**config.mk**
```make
export PLATFORM = sky130hd
export DESIGN_NAME = segment_descriptor_loader
export DESIGN_NICKNAME = d
export VERILOG_FILES = /design/src/rtl/segment_descriptor_loader.sv
export SDC_FILE = /design/constraint.sdc
export NUM_CORES = 1
export LEC_CHECK = 0
export CORE_MARGIN = 2
export CORE_UTILIZATION = 48
export CTS_CLUSTER_DIAMETER = 50
export CTS_CLUSTER_SIZE = 16
export DETAILED_ROUTE_END_ITERATION = 10
export PLACE_DENSITY = 0.93
export SLEW_MARGIN = 20
export SYNTH_ARGS = -nofsm -noshare
export SYNTH_HDL_FRONTEND = slang
export SYNTH_SLANG_ARGS = --single-unit
```
**constraint.sdc**
```tcl
create_clock -name clock -period 5.3 [get_ports clock]
set_input_delay 0.53 -clock clock [delete_from_list [all_inputs] [get_ports clock]]
set_output_delay 0.53 -clock clock [all_outputs]
set_load 0.05 [all_outputs]
```
**src/rtl/segment_descriptor_loader.sv**
```systemverilog
// Purpose: selects GDT/LDT from a selector, bound-checks, fetches the 8-byte descriptor, validates it.
// Latency: 2 cycles (null/table fault); 5 (32-bit bus) or 4 (64-bit bus) zero-wait; +1 per bus wait cycle.
// Backpressure: bus_valid/bus_address held until bus_ready; valid is only sampled while IDLE.
// Optional: define SEGMENT_DESCRIPTOR_ACCESSED_WRITEBACK_EN to write the accessed bit back after a clean load.
// Ports: clock/reset_n; request (valid, selector, cpl, target_stack) and table registers (gdt_*, ldt_*);
//        read bus (bus_valid, bus_address, bus_read_data, bus_ready, bus_write, bus_write_data);
//        result (ready pulse, segment_base/limit/access/flags, is_null, fault, fault_error_code).
module segment_descriptor_loader #(
    parameter int ADDR_WIDTH     = 32,
    parameter int BUS_DATA_WIDTH = 32
) (
    input  logic                      clock,
    input  logic                      reset_n,
    input  logic                      valid,
    output logic                      ready,
    input  logic [15:0]               selector,
    input  logic [1:0]                cpl,
    input  logic                      target_stack,
    input  logic [ADDR_WIDTH-1:0]     gdt_base,
    input  logic [15:0]               gdt_limit,
    input  logic [ADDR_WIDTH-1:0]     ldt_base,
    input  logic [31:0]               ldt_limit,
    input  logic                      ldt_present,
    output logic                      bus_valid,
    output logic [ADDR_WIDTH-1:0]     bus_address,
    input  logic [BUS_DATA_WIDTH-1:0] bus_read_data,
    input  logic                      bus_ready,
    output logic                      bus_write,
    output logic [31:0]               bus_write_data,
    output logic [31:0]               segment_base,
    output logic [31:0]               segment_limit,
    output logic [7:0]                segment_access,
    output logic [3:0]                segment_flags,
    output logic                      is_null,
    output logic [1:0]                fault,
    output logic [15:0]               fault_error_code
);
    // Bound compare is done one bit wider than both the address and the 32-bit LDT limit so it never wraps.
    localparam int CW = ((ADDR_WIDTH > 32) ? ADDR_WIDTH : 32) + 1;
    localparam logic [1:0] F_NONE = 2'd0, F_GP = 2'd1, F_NP = 2'd2, F_SS = 2'd3;

`ifdef SEGMENT_DESCRIPTOR_ACCESSED_WRITEBACK_EN
    typedef enum logic [2:0] {S_IDLE, S_CHECK, S_READ_LO, S_READ_HI, S_VALIDATE, S_WRITEBACK, S_DONE} state_t;
`else
    typedef enum logic [2:0] {S_IDLE, S_CHECK, S_READ_LO, S_READ_HI, S_VALIDATE, S_DONE} state_t;
`endif

    state_t                state, state_nxt;
    logic [15:0]           sel_q;
    logic [1:0]            cpl_q;
    logic                  stack_q;
    logic [63:0]           desc_q, desc_nxt;
    logic [ADDR_WIDTH-1:0] addr_nxt;
    logic                  res_ld, res_null, res_ok;
    logic [1:0]            res_fault, val_fault;

    logic [12:0]           index;
    logic                  ti, null_sel, out_of_bounds, is_code;
    logic [1:0]            rpl, dpl, eff_priv;
    logic [CW-1:0]         desc_end, table_limit;
    logic [ADDR_WIDTH-1:0] desc_addr;
    logic [7:0]            acc, dec_access;
    logic [31:0]           dec_base, dec_limit;

    assign index         = sel_q[15:3];
    assign ti            = sel_q[2];
    assign rpl           = sel_q[1:0];
    assign null_sel      = (index == 13'd0) && !ti;
    assign desc_end      = CW'({index, 3'b111});
    assign table_limit   = ti ? CW'(ldt_limit) : CW'(gdt_limit);
    assign out_of_bounds = desc_end > table_limit;
    assign desc_addr     = (ti ? ldt_base : gdt_base) + ADDR_WIDTH'({index, 3'b000});

    assign acc       = desc_q[47:40];
    assign dpl       = acc[6:5];
    assign is_code   = acc[3];
    assign eff_priv  = (cpl_q > rpl) ? cpl_q : rpl;
    assign dec_base  = {desc_q[63:56], desc_q[39:16]};
    assign dec_limit = desc_q[55] ? {desc_q[51:48], desc_q[15:0], 12'hFFF}
                                  : {12'h000, desc_q[51:48], desc_q[15:0]};
    assign res_ok    = (res_fault == F_NONE) && !res_null;

    assign ready     = (state == S_DONE);

`ifdef SEGMENT_DESCRIPTOR_ACCESSED_WRITEBACK_EN
    logic [ADDR_WIDTH-1:0] desc_addr_q;
    // A clean load always leaves the accessed bit set in memory, so report it set.
    assign dec_access     = acc | 8'h01;
    assign bus_valid      = (state == S_READ_LO) || (state == S_READ_HI) || (state == S_WRITEBACK);
    assign bus_write      = (state == S_WRITEBACK);
    assign bus_write_data = bus_write ? (desc_q[63:32] | 32'h0000_0100) : 32'h0;
`else
    assign dec_access     = acc;
    assign bus_valid      = (state == S_READ_LO) || (state == S_READ_HI);
    assign bus_write      = 1'b0;
    assign bus_write_data = 32'h0;
`endif

    // Access-rights checks, highest priority first.
    always_comb begin
        val_fault = F_NONE;
        if (!acc[4]) begin
            val_fault = F_GP;
        end else if (!stack_q) begin
            if (is_code && !acc[1])                         val_fault = F_GP;
            else if ((!is_code || !acc[2]) && eff_priv > dpl) val_fault = F_GP;
            else if (!acc[7])                                 val_fault = F_NP;
        end else begin
            if (rpl != cpl_q || dpl != cpl_q || is_code || !acc[1]) val_fault = F_GP;
            else if (!acc[7])                                        val_fault = F_SS;
        end
    end

    always_comb begin
        state_nxt = state;
        desc_nxt  = desc_q;
        addr_nxt  = bus_address;
        res_ld    = 1'b0;
        res_fault = F_NONE;
        res_null  = 1'b0;
        case (state)
            S_IDLE: if (valid) state_nxt = S_CHECK;
            S_CHECK: begin
                if (null_sel) begin
                    res_ld    = 1'b1;
                    res_fault = stack_q ? F_GP : F_NONE;
                    res_null  = !stack_q;
                    state_nxt = S_DONE;
                end else if ((ti && !ldt_present) || out_of_bounds) begin
                    res_ld    = 1'b1;
                    res_fault = F_GP;
                    state_nxt = S_DONE;
                end else begin
                    addr_nxt  = desc_addr;
                    state_nxt = S_READ_LO;
                end
            end
            S_READ_LO: if (bus_ready) begin
                if (BUS_DATA_WIDTH == 64) begin
                    desc_nxt  = 64'(bus_read_data);
                    state_nxt = S_VALIDATE;
                end else begin
                    desc_nxt[31:0] = bus_read_data[31:0];
                    addr_nxt       = bus_address + ADDR_WIDTH'(4);
                    state_nxt      = S_READ_HI;
                end
            end
            S_READ_HI: if (bus_ready) begin
                desc_nxt[63:32] = bus_read_data[31:0];
                state_nxt       = S_VALIDATE;
            end
            S_VALIDATE: begin
                res_ld    = 1'b1;
                res_fault = val_fault;
                state_nxt = S_DONE;
`ifdef SEGMENT_DESCRIPTOR_ACCESSED_WRITEBACK_EN
                if (val_fault == F_NONE && !desc_q[40]) begin
                    addr_nxt  = desc_addr_q + ADDR_WIDTH'(4);
                    state_nxt = S_WRITEBACK;
                end
            end
            S_WRITEBACK: begin
                if (bus_ready) state_nxt = S_DONE;
`endif
            end
            S_DONE:  state_nxt = S_IDLE;
            default: state_nxt = S_IDLE;
        endcase
    end

    always_ff @(posedge clock or negedge reset_n) begin
        if (!reset_n) begin
            state            <= S_IDLE;
            sel_q            <= 16'h0;
            cpl_q            <= 2'd0;
            stack_q          <= 1'b0;
            desc_q           <= 64'h0;
            bus_address      <= '0;
            segment_base     <= 32'h0;
            segment_limit    <= 32'h0;
            segment_access   <= 8'h0;
            segment_flags    <= 4'h0;
            is_null          <= 1'b0;
            fault            <= F_NONE;
            fault_error_code <= 16'h0;
`ifdef SEGMENT_DESCRIPTOR_ACCESSED_WRITEBACK_EN
            desc_addr_q      <= '0;
`endif
        end else begin
            state       <= state_nxt;
            desc_q      <= desc_nxt;
            bus_address <= addr_nxt;
            if (state == S_IDLE && valid) begin
                sel_q   <= selector;
                cpl_q   <= cpl;
                stack_q <= target_stack;
            end
`ifdef SEGMENT_DESCRIPTOR_ACCESSED_WRITEBACK_EN
            if (state == S_CHECK) desc_addr_q <= desc_addr;
`endif
            if (res_ld) begin
                fault            <= res_fault;
                fault_error_code <= (res_fault != F_NONE) ? (sel_q & 16'hFFFC) : 16'h0;
                is_null          <= res_null;
                segment_base     <= res_ok ? dec_base : 32'h0;
                segment_limit    <= res_ok ? dec_limit : 32'h0;
                segment_access   <= res_ok ? dec_access : 8'h0;
                segment_flags    <= res_ok ? desc_q[55:52] : 4'h0;
            end
        end
    end
endmodule

```
==> metrics.md <==
| Metric | Value |
|---|---|
| Top FF cell, synth | `dfrtp_1` |
| Initial Util | `0.493` |
| Share of cells above drive strength 1 | `0.0906` |
| Row cnt | `54` |
| Final setup viols | `0` |
| Post-cts sizing count | `0` |
| Fmax | `0.242 GHz` |
| DP Area | `0.0138 mm2` |
| Final ANT Viol Nets | `0` |
| Met2 usage | `0.451` |
| Critical Path Source Type | `flop` |
| Pleak | `0.00644 uW` |
| Outcome | `finished clean` |
| Post-Route WL | `32.3 mm` |
| Total track usage | `0.267` |
| Worst path arrival time | `4.46 ns` |
| Routability cong. | `1.04` |
| Final HPWL DP | `23.3 mm` |
| Cell Area, Synth | `0.0108 mm2` |
| Flop pwr share | `0.322` |
| Synth Warn # | `0` |
| Post-synth EDFFs | `0` |
| Clock network power share | `0.176` |
| Met3 usage | `0.0505` |
| Critical path peak fanout | `43` |
| Antenna violations before repair | `0` |
| Maxcap violations | `0` |
| Global Route met1 Usage | `0.347` |
| Synth async-reset ratio | `1.00` |
| Gate power share | `0.503` |
| Layout area overhead | `34.8%` |
| Count of final hold-check violations | `0` |
| Postcts setup bufs | `0` |
| Register area share after synthesis | `0.488` |
| Final slew viol count | `0` |
| Core area | `0.0220 mm2` |
| CTS tree | `built` |
| Slew @ Worst Pin | `1.07 ns` |
| Input/output buffers | `294` |
| Number of synthesized register bits | `211` |
| Reg clk slew, reported paths | `0.07 ns` |
| RSZ-0062 raised after global routing | `no` |
| Final Cycle Share | `0.779` |
| Minimum clock period after layout | `4.13 ns` |
| Clock Latency Late Sink | `0.50 ns` |
| Int Pwr | `4850 uW` |
| Switching share of power | `0.456` |
| First-pass GRT wire length | `51.2 mm` |
| DRT iter0 DRCs | `667` |
| Psw | `4070 uW` |
| Most used routing layer | `met2` |
| Power Density | `612 mW/mm2` |
| Via Count | `9463` |
| Relative slew margins | `0.285` |
| First-pass detailed-route iteration total | `5` |
| Vias/cell | `5.86` |
| Post-Syn Instances | `1050` |
| Final net count | `1523` |
| Critical path class | `flop to flop` |
| Setup TNS | `0 ns` |
| Die H | `154 um` |
| Ports | `330` |
| Design area | `0.0146 mm2` |
| Die width | `154 um` |
| Hold-fix buffers, CTS | `0` |
| Avg Inst Size Synth | `10.3 um2` |
| VDD IR max | `0.523 mV` |
| Diodes inserted | `0` |
| Worst reg2reg path depth | `11` |
| Worst EP required | `5.63 ns` |
| Hold/Removal Path Class | `input pin to asynchronous set/reset pin` |
| GRT Residual Overflow | `0` |
| Critical Path Sink Type | `flop` |
| Clock sink count | `211` |
| Avg WL per Cell | `20.0 um` |
| CTS Buffer Depth | `3` |
| # DRC | `0` |
| Worst Clk Skew | `0.0185 ns` |
| CTS Buf Count | `22` |
| CTS HTree Levels | `1` |
| Number of global-route vias before repair | `9465` |
| DIE AREA | `0.0238 mm2` |
| Root Buffer | `clkbuf_16` |
| Post-synth cell types | `60` |
| Largest net degree at the start of global routing | `95` |
[layer usage]
layer,vias up,part of all wire
li1,4274,-
met4,0,0.030
met1,4555,0.39
met5,-,0
met3,84,0.091
met2,550,0.49
[placed cells by master, fill, tap and decap left out, types with 8 or more instances in the layout]
cell	n
clkdlybuf4s50_1	293
dfrtp_1	210
nand2_1	155
a22o_1	69
mux2_2	59
o21ai_0	54
a21oi_1	48
nor2_1	46
mux2i_1	37
conb_1	35
ha_1	32
clkbuf_16	23
nand3_1	22
inv_1	21
o2bb2ai_1	21
xnor2_1	16
nor3_1	13
nand2b_1	12
buf_4	11
nand4_1	10
xor2_1	10
a21o_1	9
nor4_1	9
and3_1	9
a31oi_1	8
o22ai_1	8
[sequential cells by signal, indices dropped and copies added, names as in the netlist]
signal and flops:
is_null 1, segment_base 32, desc_q 64, sel_q 16, bus_address 32, state 3
fault 2, fault_error_code 14, segment_access 8, segment_flags 4, segment_limit 32, cpl_q 2
stack_q 1
[metrics by stage]
| stage | total power (uW) | cells | hold slack, ns | setup WS [ns] | utilization |
|---|---|---|---|---|---|
| floorplan | 5870 | 1084 | 0.234 | 1.62 | - |
| global placement | 7120 | 1578 | 0.458 | 1.46 | 0.630 |
| finish | 8930 | 1615 | 0.0919 | 1.17 | 0.664 |
| detailed placement | 7300 | 1578 | 0.464 | 1.24 | 0.630 |
| global route | 9420 | 1615 | 0.146 | 0.909 | 0.664 |
| CTS | 8910 | 1615 | 0.112 | 1.21 | 0.664 |
[power by group through the flow]
stage	Combinational, uW	Clock (uW)	Sequential [uW]
6_report	4490	1570	2870
5_1_grt	4820	1660	2940
4_1_cts	4460	1600	2860
3_5_place_dp	4430	0	2870
3_3_place_gp	4290	0	2840
2_1_floorplan	2390	0	3480
[cell usage after synthesis, types with 5 or more instances]
cell,instances,area [um2]
a22o_1,69,604
nor4_1,9,56.3
nand2b_1,12,75.1
nor2b_1,5,31.3
o221ai_1,6,52.6
nor3_1,13,65.1
nor2_1,49,184
mux2i_1,37,370
buf_6,6,67.6
inv_1,21,78.8
and2_1,6,37.5
a211oi_1,7,52.6
ha_1,32,400
a21o_1,9,67.6
clkbuf_1,35,131
a31oi_1,8,50.1
buf_2,11,55.1
xnor2_1,16,140
and3_1,9,56.3
xor2_1,10,87.6
buf_4,36,270
nand3_1,23,115
nand4_1,10,62.6
o21ai_0,55,275
nand2_1,156,586
o2bb2ai_1,21,184
dfrtp_1,211,5280
mux2_2,59,664
a21oi_1,48,240
o22ai_1,8,50.1
[area by class of cell]
type                    instances  area [um2]
clock buffers                  28         614
clock inverters                 9         124
fillers                      1598        7370
inverters                      21        78.8
multi-input cells             760        5090
flip-flops and latches        211        5280
well taps                     280         350
repair buffers                306        3050
[critical path, stage by stage, from the launching register on]
cell and delay [ns]:
dfrtp_2 0.75, buf_4 0.56, mux2_2 0.40, ha_1 0.37, and3_1 0.25, a21boi_0 0.20
a41oi_1 0.08, a21oi_1 0.37, nand2_1 0.28, or3_1 0.40, nand3_1 0.09, o311ai_0 0.17
[logic make-up (layout without fill, tap and decap cells)]
| logic type | Yosys count | after routing | share of synthesized area |
|---|---|---|---|
| AOI/OAI and AO/OA | 261 | 261 | 0.169 |
| xor gates and xnor gates | 26 | 26 | 0.0211 |
| adders and majority gates | 33 | 33 | 0.0389 |
| other | 1 | 35 | 0.000347 |
| and+or+nand+nor | 309 | 309 | 0.129 |
| DFF | 211 | 211 | 0.488 |
| buffers and inverters | 113 | 364 | 0.0571 |
| muxes | 96 | 96 | 0.0957 |
[worst paths after layout]
kind	from	end	slack, ns
min in group clock	desc_q[21]	desc_q[21]	0.48
max in group asynchronous	reset_n	segment_base[24]	3.90
max	sel_q[2]	bus_address[25]	1.17
max reg2reg	sel_q[2]	bus_address[25]	1.17
min reg2reg	desc_q[21]	desc_q[21]	0.48
min	reset_n	segment_limit[10]	0.09
Note: power is estimated with default switching activity, not from simulation.
